### config.mk
export PLATFORM = sky130hd
export DESIGN_NAME = sram_req_arbiter
export DESIGN_NICKNAME = d
export VERILOG_FILES = /design/src/rtl/sram_req_arbiter.sv
export SDC_FILE = /design/constraint.sdc
export NUM_CORES = 1
export LEC_CHECK = 0
export ABC_AREA = 1
export ABC_CLOCK_PERIOD_IN_PS = 3700
export BUFFER_PORTS_ARGS = -buffer_cell sky130_fd_sc_hd__buf_2
export CORE_AREA = 4 4 120 133
export DETAILED_ROUTE_END_ITERATION = 16
export DIE_AREA = 0 0 124 137
export PLACE_DENSITY_LB_ADDON = 0.15
export SLEW_MARGIN = 25
export SYNTH_ARGS = -nofsm -noshare
export SYNTH_HDL_FRONTEND = slang
export SYNTH_SLANG_ARGS = --single-unit
### constraint.sdc
create_clock -name clk -period 3.7 [get_ports clk]
set_clock_uncertainty 0.15 [all_clocks]
set_input_delay 0.185 -clock clk [delete_from_list [all_inputs] [get_ports clk]]
set_output_delay 0.185 -clock clk [all_outputs]
set_load 0.02 [all_outputs]
### src/rtl/sram_req_arbiter.sv
// Two-to-one arbiter sharing one SRAM-like port between instruction fetch and data access.
// One outstanding transaction at a time; the response is routed back to the requester that owns it.
module sram_req_arbiter #(
  parameter int unsigned MAX_DATA_STREAK = 4
) (
  input  logic        clk,
  input  logic        reset,
  input  logic        inst_req,
  input  logic [31:0] inst_addr,
  output logic        inst_addr_ok,
  output logic        inst_data_ok,
  output logic [31:0] inst_rdata,
  input  logic        data_req,
  input  logic        data_wr,
  input  logic [1:0]  data_size,
  input  logic [3:0]  data_wstrb,
  input  logic [31:0] data_addr,
  input  logic [31:0] data_wdata,
  output logic        data_addr_ok,
  output logic        data_data_ok,
  output logic [31:0] data_rdata,
  output logic        mem_req,
  output logic        mem_wr,
  output logic [1:0]  mem_size,
  output logic [3:0]  mem_wstrb,
  output logic [31:0] mem_addr,
  output logic [31:0] mem_wdata,
  input  logic        mem_addr_ok,
  input  logic        mem_data_ok,
  input  logic [31:0] mem_rdata
);

  localparam int unsigned STREAK_W = 4;

  typedef enum logic [1:0] {IDLE, ISSUE, WAIT, RESP} state_t;

  state_t              state;
  state_t              state_nxt;
  logic                owner;
  logic [STREAK_W-1:0] streak;
  logic [31:0]         rdata_q;
  logic                grant_inst;
  logic                grant_data;
  logic                capture;
  logic                streak_at_max;

  assign streak_at_max = (streak >= STREAK_W'(MAX_DATA_STREAK));

  // Next-state, grant and capture decode; reset suppresses every side effect.
  always_comb begin
    state_nxt  = state;
    grant_inst = 1'b0;
    grant_data = 1'b0;
    capture    = 1'b0;
    case (state)
      IDLE: begin
        if (data_req && !(inst_req && streak_at_max)) begin
          grant_data = 1'b1;
          state_nxt  = ISSUE;
        end else if (inst_req) begin
          grant_inst = 1'b1;
          state_nxt  = ISSUE;
        end
      end
      ISSUE: begin
        if (mem_addr_ok) begin
          if (mem_data_ok) begin
            capture   = 1'b1;
            state_nxt = RESP;
          end else begin
            state_nxt = WAIT;
          end
        end
      end
      WAIT: begin
        if (mem_data_ok) begin
          capture   = 1'b1;
          state_nxt = RESP;
        end
      end
      RESP:    state_nxt = IDLE;
      default: state_nxt = IDLE;
    endcase
    if (reset) begin
      state_nxt  = IDLE;
      grant_inst = 1'b0;
      grant_data = 1'b0;
      capture    = 1'b0;
    end
  end

  always_ff @(posedge clk) begin
    if (reset) begin
      state     <= IDLE;
      owner     <= 1'b0;
      streak    <= '0;
      rdata_q   <= '0;
      mem_wr    <= 1'b0;
      mem_size  <= '0;
      mem_wstrb <= '0;
      mem_addr  <= '0;
      mem_wdata <= '0;
    end else begin
      state <= state_nxt;
      if (grant_data) begin
        owner     <= 1'b1;
        mem_wr    <= data_wr;
        mem_size  <= data_size;
        mem_wstrb <= data_wstrb;
        mem_addr  <= data_addr;
        mem_wdata <= data_wdata;
        // Count data wins only while a fetch is being held off.
        if (inst_req) begin
          streak <= streak_at_max ? streak : streak + STREAK_W'(1);
        end else begin
          streak <= '0;
        end
      end
      if (grant_inst) begin
        owner     <= 1'b0;
        mem_wr    <= 1'b0;
        mem_size  <= 2'd2;
        mem_wstrb <= '0;
        mem_addr  <= inst_addr;
        mem_wdata <= '0;
        streak    <= '0;
      end
      if (capture) begin
        rdata_q <= mem_rdata;
      end
    end
  end

  assign inst_addr_ok = grant_inst;
  assign data_addr_ok = grant_data;
  assign mem_req      = (state == ISSUE) && !reset;
  assign inst_data_ok = (state == RESP) && !owner && !reset;
  assign data_data_ok = (state == RESP) && owner && !reset;
  assign inst_rdata   = rdata_q;
  assign data_rdata   = rdata_q;

endmodule

==> results of run 1 <==
## routing by layer
| layer | global-route usage, % | routed length, um | up-vias |
|---|---|---|---|
| li1 | - | - | 2737 |
| met1 | 22.1 | 6830 | 2314 |
| met2 | 32.2 | 7990 | 217 |
| met3 | 5.83 | 1480 | 23 |
| met4 | 5.78 | 310 | 0 |
| met5 | 0 | 0 | - |
## kinds of logic after synthesis
family          Yosys count
buf+inv                 125
compound gates          106
simple gates            314
fa+ha+maj                 6
flops                   110
## power by group through the flow
stage | Clock [uW] | Sequential [uW] | Combinational (uW)
detailed placement | 0 | 1520 | 1340
floorplan | 0 | 1730 | 777
finish | 919 | 1490 | 1410
CTS | 956 | 1490 | 1420
global route | 1010 | 1520 | 1570
global placement | 0 | 1520 | 1340
## layout by cell type (no fill, tap or decap), drive strengths merged, types with 2 or more instances in the layout
| cell | count |
|---|---|
| dlygate4sd3 | 94 |
| ha | 6 |
| nand3 | 35 |
| nand4 | 36 |
| nor3 | 2 |
| clkinv | 2 |
| o21a | 23 |
| dfxtp | 110 |
| nor2 | 165 |
| o21ai | 75 |
| inv | 49 |
| clkinvlp | 2 |
| nand2 | 74 |
| buf | 286 |
| a21oi | 6 |
| clkbuf | 12 |
## stage by stage
step / util (%) / total power [uW] / setup slack [ns] / cell area (um2) / instances
floorplan: - / 2510 / 2.01 / 5030 / 661
global placement: 42.8 / 2860 / 1.10 / 6180 / 1063
detailed placement: 42.8 / 2860 / 1.13 / 6180 / 1063
CTS: 51.2 / 3870 / 0.754 / 7400 / 1173
global route: 51.2 / 4090 / 0.557 / 7400 / 1173
finish: 51.2 / 3820 / 0.795 / 7400 / 1173
## worst min-delay path by stage
stage                                 endpoint  slack (ns)  cells after the start
detailed placement   mem_wdata[2]$_SDFFE_PP0P_        0.26                      3
finish                mem_addr[2]$_SDFFE_PP0P_        0.03                      5
floorplan           mem_wdata[31]$_SDFFE_PP0P_        0.16                      2
CTS                  mem_addr[16]$_SDFFE_PP0P_        0.01                      5
global placement     mem_wdata[3]$_SDFFE_PP0P_        0.26                      3
global route         mem_addr[25]$_SDFFE_PP0P_        0.03                      5
## worst max-delay path, stage by stage (launching register included)
cell,delay [ns]
dfxtp_1,0.35
inv_1,0.13
ha_1,0.44
nand2_1,0.12
inv_2,0.52
nand3_4,0.36
inv_1,0.12
buf_2,0.17
## synth_stat cells, types with 2 or more instances
cell type  count  share of area [%]
nor2_1       147                 11
clkbuf_1      11               0.82
inv_2          4               0.30
nand3_1       32                3.2
o21a_1        23                3.4
nand2_1       73                5.4
ha_1           6                1.5
nor2_4         4               0.90
nand4_1       36                4.5
o21ai_1       15                1.5
nand3_4        2               0.70
buf_4         36                5.4
buf_6         12                2.7
nor3_1         2               0.20
buf_2         16                1.6
o21ai_0       59                5.9
a21oi_1        5               0.50
inv_1         45                3.4
nor2_2        14                1.7
dfxtp_1      110                 44
## area by class of cell
type | instances | area (um2)
fillers | 1413 | 7040
repair buffers | 380 | 2390
flip-flops and latches | 110 | 2200
multi-input cells | 426 | 2110
clock buffers | 12 | 246
well taps | 192 | 240
inverters | 49 | 184
clock inverters | 4 | 32.5
## registers in the layout, summed over array words and instances (netlist names)
signal and flops:
mem_wdata 32, mem_wstrb 4, mem_wr 1, mem_size 2
state 2, mem_addr 32, streak 4, owner 1
data_rdata 32
## timing repair
item	4_1_cts	5_1_grt
hold buffers	94	0
hold endpoints to repair	94	0
gates resized for setup	0	0
==> run metrics, run 1 <==
Final setup viols=0; drt first pass iters=4; CP Data Arrival Time=approximately 2.6 ns; Worst Setup EP=inst_addr_ok; Syn Std Cell Area=about 0.005 mm2; WL per Instance=about 14 um; Netlist cell types=29; Hold Slack=around 0.028 ns; first-pass GRT wire length=approximately 25000 um; Req. time, crit path=3.37 ns; endpoints failing hold=0; Area Growth Syn to Fin=47.2%; # Post-CTS Setup Buffers=0; ys async rst share=0%; Post-Synth XOR/XNOR Area=0%; share of layout cells above drive strength 1=between 30% and 40%; max-slew violation count=0; GPL Wtd Cong=about 0.77; Psw=between 1000 and 1500 uW; #FFs+latches synth=between 100 and 150; setup tns final=0 ns; Mean Syn Cell Area=roughly 7.6 um2; Worst Min Path Start=inst_addr[2]; mux contribution to synthesized area=0%; vias per cell=4.51; compound-gate portion of the synthesized area=around an eighth; PwrDens=a little over 500 mW/mm2; CTS tree=built; Internal Pwr Total=approximately 2400 uW; ys flop type=dfxtp_1; Leak=~0.0039 uW; Comb power frac=between 30% and 40%; r2r startpoint=state[0]$_SDFFE_PP0P_; post-synthesis sequential area ratio=between 40% and 50%; Min-Delay Path Class=input port to register; simple-gate portion of the synthesized area=between 20% and 30%; post-route ant nets=0; Total GRT Usage=18.7%; via count=around 5300; Remaining DRCs=0; Total Wirelength=16600 um; max_cap viols=0; crit end category=output pin; Root Buffer=clkbuf_16; Core ar.=0.0144 mm2; Worst-Skew Late Latency=~0.35 ns; IO buf count=280; CTS buffer count=9; status=finished, final reports clean; row count=46; Synth Instances=roughly 660; vias in the first global route=5096; number of DRC markers in iteration 0=230; sw frac=a little under two fifths; RSZ-0062 raised after global routing=no; post-synthesis adder-cell area fraction=~1.5%; Crit Path Class=register to output pin; syn_nets=between 800 and 900; Ant. Diodes=0; die height=137 um; clock tree sinks=110; I/O pin cnt=281; Final Cycle Share=a little under 80%; Worst R2R Path Depth=9; fmax=around 340 MHz; worst-margin pin slew=about 0.77 ns; CP startpoint kind=register; Worst VDD drop=between 200 and 250 uV; Die X-Extent=between 100 and 150 um; initial antenna violation count=0; GRT Residual Overflow=0; largest net degree at the start of global routing=53; Slew headroom=between 40% and 50%; largest family of logic cells by synthesized area=simple AND/OR/NAND/NOR gates; clock share of power=24.1%; die area=between 0.015 and 0.02 mm2; worst reg-to-reg setup slack=around 1.2 ns; FF-to-FF End=mem_addr[3]$_SDFFE_PP0P_; Final min period=a little under 3 ns; clock buffer depth=2; H-tree depth=3; crit path launch=state[0]$_SDFFE_PP0P_; Starting Density=between 30% and 40%; Final Net Count=between 1000 and 1500; sequential power share=39.0%; Crit Path Max Fanout=34; EDFF count, synth=0; Yosys warning count=0; DP Wirelength=approximately 11000 um; clock slew at reported path FFs=roughly 0.070 ns
Power figures use the tool's default switching activity.
==> inputs of run 2 (changes only) <==
--- a/config.mk
+++ b/config.mk
@@ -6,7 +6,7 @@
 export NUM_CORES = 1
 export LEC_CHECK = 0
 export ABC_AREA = 1
-export ABC_CLOCK_PERIOD_IN_PS = 3700
+export ABC_CLOCK_PERIOD_IN_PS = 2400
 export BUFFER_PORTS_ARGS = -buffer_cell sky130_fd_sc_hd__buf_2
 export CORE_AREA = 4 4 120 133
 export DETAILED_ROUTE_END_ITERATION = 16
==> constraint.sdc (replaced) <==
create_clock -name clk -period 2.4 [get_ports clk]
set_clock_uncertainty 0.15 [all_clocks]
set_input_delay 0.12 -clock clk [delete_from_list [all_inputs] [get_ports clk]]
set_output_delay 0.12 -clock clk [all_outputs]
set_load 0.02 [all_outputs]
==> run 2 against run 1 <==
Worst hold slack got worse by 0.012 ns. Clock power increased by 52%. Clock-buffer cell count decreased by 2. Utilization increased by 3.7 points. Global-route usage increased by 1.2 points. First-iteration DRC count increased by 25%. Sequential cell count unchanged. Combinational power increased by 67%. Critical endpoint unchanged.
==> run metrics, run 2 (synthesized netlist as in run 1, its figures left out) <==
Crit Path Class=register to output pin; Total GRT Usage=around 20%; max-slew violation count=0; Root Buffer=clkbuf_16; Worst VDD drop=~360 uV; fmax=between 400 and 500 MHz; Crit Path Max Fanout=12; I/O pin cnt=~280; clock buffer depth=2; RSZ-0062 raised after global routing=no; Req. time, crit path=about 2.1 ns; WL per Instance=14.4 um; CP Data Arrival Time=roughly 2.0 ns; Finished Core Util=between 50% and 60%; fin cells=~1200; CTS tree=built; FILL cells=around 1300; worst reg-to-reg setup slack=0.18 ns; die area=~0.017 mm2; # Post-CTS Setup Buffers=0; DP Wirelength=roughly 12000 um; vias per cell=roughly 4.6; number of DRC markers in iteration 0=~290; GPL Wtd Cong=about 0.79; Worst-Skew Late Latency=0.35 ns; Final Cycle Share=between 90% and 100%; Starting Density=34.8%; via count=5598; die height=~140 um; setup tns final=0 ns; most common cell after layout, fill and taps aside=buf_2; first-pass GRT wire length=between 20000 and 30000 um; Final min period=2.24 ns; status=finished, final reports clean; worst-margin pin slew=between 0.4 and 0.5 ns; max_cap viols=0; crit end category=output pin; Final Power=slightly above 6000 uW; endpoints failing hold=0; initial antenna violation count=1; commonest cells after routing, fill and taps aside=280 x buf_2, 147 x nor2_1, 135 x dlygate4sd3_1; Min-Delay Path Class=input port to register; H-tree depth=3; GRT Residual Overflow=0; post-route ant nets=0; Final setup viols=0; share of layout cells above drive strength 1=around a third; largest net degree at the start of global routing=47; CP startpoint kind=register; placed insts=around 1100; Leak=around 0.0041 uW; drt first pass iters=4; Total Wirelength=approximately 18000 um; IO buf count=280; Placed Area=between 0.006 and 0.007 mm2; Area Growth Syn to Fin=57.6%; vias in the first global route=approximately 5400; PwrDens=763 mW/mm2; Final Net Count=approximately 1200; Remaining DRCs=0; Die X-Extent=roughly 120 um; Core ar.=~0.014 mm2; row count=between 40 and 50; clock slew at reported path FFs=approximately 0.070 ns; Final Cell Area=just under 0.008 mm2; CTS buffer count=9; clock tree sinks=110; Slew headroom=70.0%
run 2: changes by cell type in the layout (fill, tap and decap cells not counted), sizes merged:
| cell | previous run | this run |
|---|---|---|
| inv | 49 | 50 |
| diode | 0 | 1 |
| buf | 286 | 295 |
| clkinvlp | 2 | 1 |
| dlygate4sd3 | 94 | 135 |
| nand3 | 35 | 36 |
| clkinv | 2 | 3 |
| clkbuf | 12 | 10 |
run 2: power breakdown:
part	switching, uW	internal [uW]	leakage (uW)
sequential	174	2130	0.000898
clock	693	702	0.000129
combinational	1440	911	0.00310
total	2310	3740	0.00413
run 2: stage by stage:
step / setup WS [ns] / hold WS (ns)
3_3_place_gp: 0.357 / 0.195
3_5_place_dp: 0.302 / 0.200
4_1_cts: 0.0763 / 0.00526
2_1_floorplan: 0.712 / 0.0960
5_1_grt: 0.000834 / 0.0538
6_report: 0.157 / 0.0162
run 2: per-layer routing:
metal	global-route usage (%)	routed length (um)	vias to the layer above
li1	-	-	2843
met5	0	0	-
met3	4.63	1400	25
met4	7.36	354	0
met2	34.8	8700	223
met1	23.7	7120	2507
run 2: final cells by class:
| class | count | area [um2] | area share [%] |
|---|---|---|---|
| Sequential cell | 110 | 2200 | 27.8 |
| Multi-Input combinational cell | 427 | 2120 | 26.8 |
| Timing Repair Buffer | 430 | 2920 | 36.8 |
| Clock buffer | 10 | 229 | 2.89 |
| Antenna cell | 1 | 2.50 | 0.0316 |
| Tap cell | 192 | 240 | 3.03 |
| Inverter | 49 | 184 | 2.32 |
| Clock inverter | 5 | 35.0 | 0.442 |
run 2: timing repair:
action / CTS / global route
hold buffers: 135 / 0
hold endpoints to repair: 106 / 0
endpoints found under the setup margin: 1 / 1
cloned: 0 / 1
gates resized for setup: 1 / 0
run 2: path summary, 6_finish.rpt:
| path | end | startpoint | cells after the start |
|---|---|---|---|
| hold / removal | mem_addr[26]$_SDFFE_PP0P_ | data_addr[26] | 5 |
| setup / recovery | inst_addr_ok | state[0]$_SDFFE_PP0P_ | 7 |
| setup reg to reg | mem_addr[16]$_SDFFE_PP0P_ | state[0]$_SDFFE_PP0P_ | 9 |
| hold reg to reg | mem_size[1]$_SDFFE_PP0P_ | mem_size[1]$_SDFFE_PP0P_ | 2 |
run 2: worst max-delay path, stage by stage (launching register included):
cell and delay (ns):
dfxtp_1 0.36, inv_1 0.14, ha_2 0.34, nand2_1 0.10, inv_2 0.20, nand3_4 0.21, inv_1 0.10, buf_2 0.17
